## config.mk

```make
export PLATFORM = sky130hd
export DESIGN_NAME = reg_arbiter
export DESIGN_NICKNAME = d
export VERILOG_FILES = /design/src/rtl/reg_arbiter_pkg.sv /design/src/rtl/reg_arbiter_rr_pick.sv /design/src/rtl/reg_arbiter.sv
export SDC_FILE = /design/constraint.sdc
export NUM_CORES = 1
export LEC_CHECK = 0
export BUFFER_PORTS_ARGS = -buffer_cell sky130_fd_sc_hd__clkbuf_2
export CORE_MARGIN = 2
export CORE_UTILIZATION = 35
export CTS_CLUSTER_DIAMETER = 50
export DETAILED_ROUTE_END_ITERATION = 8
export MAX_ROUTING_LAYER = met4
export PLACE_DENSITY_LB_ADDON = 0.15
export REMOVE_ABC_BUFFERS = 1
export SYNTH_ARGS = -nofsm -noshare
export SYNTH_HDL_FRONTEND = slang
export SYNTH_HIERARCHICAL = 1
export SYNTH_SLANG_ARGS = --single-unit
```

## constraint.sdc

```tcl
create_clock -name clk -period 2.9 [get_ports clk]
set_clock_uncertainty 0.1 [all_clocks]
set_input_delay 0 -clock clk [delete_from_list [all_inputs] [get_ports clk]]
set_output_delay 0 -clock clk [all_outputs]
set_load 0.03 [all_outputs]
```

## src/rtl/reg_arbiter_pkg.sv

```systemverilog
// -----------------------------------------------------------------------------
// reg_arbiter_pkg
// Shared definitions for the register-write arbiter: requester count, index
// and burst-counter widths, burst length limit, default data width, the
// arbiter state encoding and a one-hot helper.
// -----------------------------------------------------------------------------
package reg_arbiter_pkg;

    localparam int NREQ      = 4;   // number of requesters (power of two)
    localparam int IDXW      = 2;   // width of a requester index
    localparam int BURST_MAX = 7;   // burst counter saturation value
    localparam int CNTW      = 3;   // width of the burst counter
    localparam int DWORD     = 32;  // default write data width

    typedef enum logic [1:0] {
        ST_IDLE   = 2'd0,   // no grant
        ST_SINGLE = 2'd1,   // one-cycle grant
        ST_BURST  = 2'd2    // locked multi-cycle grant
    } arb_state_e;

    function automatic logic [NREQ-1:0] onehot(input logic [IDXW-1:0] idx);
        onehot      = '0;
        onehot[idx] = 1'b1;
    endfunction

endpackage

```

## src/rtl/reg_arbiter_rr_pick.sv

```systemverilog
// -----------------------------------------------------------------------------
// rr_pick
// Round-robin next-winner search. Scans eligible starting at ptr+1 (mod NREQ)
// and returns the first set bit; ptr itself is scanned last.
//   eligible : in  NREQ  candidate requesters
//   ptr      : in  IDXW  index of the previous winner
//   valid    : out 1     some requester is eligible
//   idx      : out IDXW  index of the winner (0 when !valid)
// -----------------------------------------------------------------------------
module rr_pick
    import reg_arbiter_pkg::*;
(
    input  logic [NREQ-1:0] eligible,
    input  logic [IDXW-1:0] ptr,
    output logic            valid,
    output logic [IDXW-1:0] idx
);

    logic [IDXW-1:0] w_cand;

    // Walk offsets from farthest to nearest so the nearest eligible bit
    // (ptr+1) is written last and wins. The index add wraps naturally
    // because NREQ is a power of two.
    always_comb begin
        valid  = 1'b0;
        idx    = '0;
        w_cand = '0;
        for (int i = NREQ; i >= 1; i--) begin
            w_cand = ptr + IDXW'(i);
            if (eligible[w_cand]) begin
                valid = 1'b1;
                idx   = w_cand;
            end
        end
    end

endmodule

```

## src/rtl/reg_arbiter.sv

```systemverilog
// -----------------------------------------------------------------------------
// reg_arbiter
// Arbitrates four requesters onto the write port of an external shared
// register. Round-robin for single writes; a requester holding lock gets a
// burst that is force-released after BURST_MAX+1 cycles if anyone else waits.
//   clk     : in  1           clock, rising edge
//   rst     : in  1           asynchronous active-low reset
//   req     : in  NREQ        per-requester write request (level)
//   lock    : in  NREQ        per-requester burst request
//   din     : in  NREQ*WIDTH  requester data, slice i = din[i*WIDTH +: WIDTH]
//   gnt     : out NREQ        registered one-hot grant
//   wr_en   : out 1           write enable (OR of gnt)
//   wr_data : out WIDTH       data of the granted requester, 0 when idle
//   wr_src  : out IDXW        index of the granted requester, 0 when idle
//   busy    : out 1           burst in progress
// -----------------------------------------------------------------------------
module reg_arbiter
    import reg_arbiter_pkg::*;
#(
    parameter int WIDTH = DWORD
) (
    input  logic                  clk,
    input  logic                  rst,
    input  logic [NREQ-1:0]       req,
    input  logic [NREQ-1:0]       lock,
    input  logic [NREQ*WIDTH-1:0] din,
    output logic [NREQ-1:0]       gnt,
    output logic                  wr_en,
    output logic [WIDTH-1:0]      wr_data,
    output logic [IDXW-1:0]       wr_src,
    output logic                  busy
);

    arb_state_e      r_state;
    logic [IDXW-1:0] r_ptr;     // last winner; search starts one past it
    logic [IDXW-1:0] r_own;     // current grantee, 0 when idle
    logic [CNTW-1:0] r_cnt;     // burst length counter, saturating
    logic [NREQ-1:0] r_mask;    // previous SINGLE grantee, excluded once
    logic [NREQ-1:0] r_gnt;

    logic [NREQ-1:0] w_own_oh;
    logic            w_hold;
    logic            w_others;
    logic            w_force;
    logic            w_keep;
    logic [NREQ-1:0] w_mask;
    logic [NREQ-1:0] w_elig;
    logic            w_win_vld;
    logic [IDXW-1:0] w_win_idx;
    logic [WIDTH-1:0] w_din [NREQ];

    // ------------------------------------------------------------------
    // Arbitration inputs
    // ------------------------------------------------------------------
    assign w_own_oh = onehot(r_own);

    // Owner still asking for the burst.
    assign w_hold   = (r_state == ST_BURST) && req[r_own] && lock[r_own];

    // Someone other than the owner wants the register. r_mask is always
    // clear in BURST, so raw req is the eligibility here.
    assign w_others = |(req & ~w_own_oh);

    // Saturated burst with a waiting requester: hand over, skipping owner.
    assign w_force  = w_hold && (r_cnt == CNTW'(BURST_MAX)) && w_others;

    // Burst simply continues; no arbitration this edge.
    assign w_keep   = w_hold && !w_force;

    // When a burst ends because req/lock dropped, the owner is not masked:
    // if it still requests with lock low it competes normally (it sits at
    // ptr, so it is scanned last).
    assign w_mask   = r_mask | (w_force ? w_own_oh : '0);
    assign w_elig   = req & ~w_mask;

    rr_pick u_pick (
        .eligible (w_elig),
        .ptr      (r_ptr),
        .valid    (w_win_vld),
        .idx      (w_win_idx)
    );

    // ------------------------------------------------------------------
    // State machine: state, pointer, counter, mask and grant all update
    // together so the grant register is the single source for outputs.
    // ------------------------------------------------------------------
    always_ff @(posedge clk or negedge rst) begin
        if (!rst) begin
            r_state <= ST_IDLE;
            r_ptr   <= IDXW'(NREQ - 1);  // requester 0 is first after reset
            r_own   <= '0;
            r_cnt   <= '0;
            r_mask  <= '0;
            r_gnt   <= '0;
        end else if (w_keep) begin
            if (r_cnt != CNTW'(BURST_MAX))
                r_cnt <= r_cnt + 1'b1;
        end else if (w_win_vld) begin
            r_ptr <= w_win_idx;
            r_own <= w_win_idx;
            r_gnt <= onehot(w_win_idx);
            r_cnt <= '0;
            if (lock[w_win_idx]) begin
                r_state <= ST_BURST;
                r_mask  <= '0;
            end else begin
                r_state <= ST_SINGLE;
                r_mask  <= onehot(w_win_idx);  // no back-to-back single grant
            end
        end else begin
            r_state <= ST_IDLE;
            r_own   <= '0;
            r_cnt   <= '0;
            r_mask  <= '0;
            r_gnt   <= '0;
        end
    end

    // ------------------------------------------------------------------
    // Write port: only the registered grant steers the data mux, so req
    // never reaches the outputs combinationally.
    // ------------------------------------------------------------------
    for (genvar g = 0; g < NREQ; g++) begin : g_din
        assign w_din[g] = din[g*WIDTH +: WIDTH];
    end

    assign gnt     = r_gnt;
    assign wr_en   = |r_gnt;
    assign wr_src  = r_own;
    assign busy    = (r_state == ST_BURST);
    assign wr_data = wr_en ? w_din[r_own] : '0;

    // Grant is never more than one-hot.
    a_gnt_onehot: assert property (@(posedge clk) disable iff (!rst) $onehot0(r_gnt));

endmodule

```

==> results by group <==
Timing
  • RSZ-0062 raised after global routing: yes
  • Max-slew violations: 0
  • Minimum clock period: just under 3 ns
  • Final WS setup: -0.000173 ns
  • Fmax: approximately 340 MHz
  • Tcrit/Tclk final: 100%
  • Relative slew slack: between 50% and 60%
  • Hold WS: roughly 0.10 ns
  • Setup violations, final: 1
  • Hold Fails Final Rpt: 0
  • Total negative slack: -0.000173 ns
  • Worst slew pin tran: 0.601 ns

Floorplan
  • CORE AREA: 5850 um^2
  • Die area: around 6600 um^2
  • DIE WIDTH: ~80 um
  • IO Count: roughly 180
  • Initial Util: a little over a third
  • Height of the die: 81.5 um
  • Row cnt: 28

Clocking
  • CTS buffer count: 3
  • CTS Root Cell: clkbuf_8
  • CTS Sinks: 17
  • TritonCTS clock tree: yes
  • Clock transition at path regs: 0.07 ns
  • Htree depth: 1
  • Clk buf depth: 2
  • Worst-Skew Late Latency: approximately 0.26 ns

Min path
  • Hold Path Depth: 3
  • Worst hold endpoint: r_state[0]
  • Worst hold start: lock[3]
  • Worst Hold Class: in -> reg

Drt
  • Drt wl/cell: between 15 and 20 um
  • DRC viols: 0
  • 1st-iter DRT viols: ~100
  • Vias: ~2400
  • Antenna-violating nets left: 0
  • Initial DRT Pass Iterations: 4
  • Via density: between 5 and 6
  • Overall routed net length: 8080 um

Cells and area
  • # fillers: roughly 520
  • Register area: roughly 430 um^2
  • Finished Layout Cells: 450
  • Area Growth Syn to Fin: 60.1%
  • Area of the multi-input gates: approximately 1700 um^2
  • Final design utilization: 57.5%
  • Fin nets: between 500 and 600
  • Proportion of layout cells with a drive suffix above 1: between 70% and 80%
  • Antenna cells: 0

Logic synthesis
  • Mapped Area: ~2100 um^2
  • Synth Instances: between 150 and 200
  • Share of the synthesized area in the top cell type: a little under two fifths
  • Sequential fraction of the synthesis area: approximately a fifth
  • Post-synthesis async set-or-reset flop share: between 90% and 100%
  • Avg Inst Size Synth: around 12 um^2
  • Count of unique library cells instantiated by Yosys: 42
  • Synth warn: 6
  • Primary FF master, synth: dfrtp_1
  • EDFF count, synth: 0
  • #FFs+latches synth: 17
  • Dominant cells by area after synthesis: mux4_2, dfrtp_1, nor2b_1
  • Synth area leader: mux4_2

Global route
  • GRT Resource Usage Total: 24.0%
  • Vias in the first global route: roughly 2300
  • Initial antenna violation count: 0
  • Largest net degree at the start of global routing: 34
  • Overflow after GRT: 0
  • First-pass GRT wire length: between 10000 and 15000 um

Pwr
  • Pwr/cell area: roughly 1100 nW/um^2
  • P_leak: approximately 1.7 nW
  • Maximum VDD drop: 0.000803 V

Placement
  • Worst slack, placed: -0.266 ns
  • GP Congestion: 0.883
  • Dpl hpwl: between 6000 and 7000 um
  • Port Buffers: approximately 180
  • Dpl cells: between 400 and 500

Critical path
  • Crit-path max FO: 6
  • R2R depth: 10
  • Critical path endpoint category: flip-flop
  • Arrival @ worst endpoint: about 3 ns
  • WS Path Type: reg -> reg
  • FF-to-FF Start: wr_src[1]
  • FF-to-FF End: r_mask[3]
  • R2r setup slk: -0.0002 ns
  • Worst path required time: 3.01 ns
  • CP startpoint kind: flip-flop

Outcome
  • Failing checks: setup timing
  • Status: finished with violations

Job
  • Max-cap viol count: 0
==> what timing repair did <==
| action | in CTS | in global routing |
|---|---|---|
| gates resized for setup | 11 | 11 |
| hold endpoints to repair | 17 | 0 |
| endpoints found under the setup margin | 13 | 12 |
| setup buffers | 3 | 1 |
| pin swaps | 4 | 5 |
| hold buffers | 1 | 0 |
| cloned | 0 | 0 |
==> cell usage in the layout, fill, tap and decap left out, drive strengths merged, types with 2 or more instances in the layout <==
cell type,instances
nor4,2
nand2,7
inv,6
nor2b,35
a21oi,4
ha,2
mux4,35
nor2,6
buf,27
a41oi,4
o21ai,3
nand2b,7
dfstp,2
mux2,8
clkbuf,180
mux2i,3
dfrtp,15
nor3,3
o22ai,3
and2,5
==> layout make-up <==
cell class | count | area share (%)
inverters | 6 | 0.670
well taps | 75 | 2.79
multi-input cells | 143 | 49.6
clock buffers | 3 | 1.23
flip-flops and latches | 17 | 12.8
repair buffers | 205 | 32.8
clock inverters | 1 | 0.149
==> per-layer routing <==
metal	vias up	routed length [um]	GRT usage (%)
met5	-	0	-
met4	0	193	7.80
met3	18	692	4.18
met2	110	4180	42.4
met1	1193	3010	27.7
li1	1091	-	-
==> kinds of logic (layout without fill, tap and decap cells) <==
family                     Yosys count  after routing  share of synthesized area [%]
DFF                                 17             17                           20.4
xor gates and xnor gates             1              1                          0.417
adders and majority gates            2              2                           1.19
AOI/OAI and AO/OA                   23             23                           9.36
muxes                               46             46                           43.3
buffers and inverters               19            215                           5.24
and+or+nand+nor                     71             71                           20.1
==> sequential cells by signal, indices dropped and copies added, names as in the netlist <==
register	flops
r_cnt	3
r_ptr	2
gnt	4
r_state	2
r_mask	4
wr_src	2
==> power breakdown <==
| group | total (mW) | switching (mW) | leakage (nW) | internal (mW) |
|---|---|---|---|---|
| combinational | 3.07 | 1.78 | 1.43 | 1.29 |
| sequential | 0.432 | 0.0858 | 0.214 | 0.347 |
| clock | 0.184 | 0.0878 | 0.0255 | 0.0958 |
| total | 3.69 | 1.96 | 1.67 | 1.73 |
==> cells in the mapped netlist (2+ instances only) <==
cell type and n:
mux2i_1 3, nor4_1 2, nand2_1 7, inv_1 5, mux2_2 8, dfrtp_1 15, a41oi_1 4, nor3_1 3
dfstp_2 2, mux4_2 35, a21oi_1 3, o21ai_0 3, and2_1 5, nand2b_1 7, o22ai_1 2, nor2b_1 35
ha_1 2, buf_6 2, nor2_1 6, clkbuf_1 6, buf_2 3
==> critical path, cell delays in order (launching register included) <==
cell	delay [ns]
dfrtp_2	0.45
inv_2	0.08
mux4_2	0.55
nor2_4	0.15
a41oi_2	0.16
and2b_1	0.27
a21oi_2	0.04
o221ai_2	0.22
mux4_2	0.56
nor2b_1	0.12
mux2_2	0.15
==> metrics by stage <==
step	power [mW]	cell area, um^2
after CTS	3.63	3300
after detailed placement	3.38	3170
after global placement	3.36	3170
final	3.69	3360
after global routing	3.92	3360
after floorplan	2.47	2010
==> how the worst max path moves through the flow <==
stage              start         to  slack [ns]  depth (start not counted)
3_5_place_dp   wr_src[1]  r_mask[3]       -0.27                          9
6_report       wr_src[1]  r_mask[3]     -0.0002                         10
4_1_cts        wr_src[1]  r_mask[3]        0.02                         12
5_1_grt        wr_src[1]  r_mask[3]       -0.08                         10
3_3_place_gp   wr_src[1]  r_mask[3]       -0.12                          9
2_1_floorplan  wr_src[0]  r_mask[3]       -1.45                         10
No activity file was read; power rests on OpenSTA's default activity.
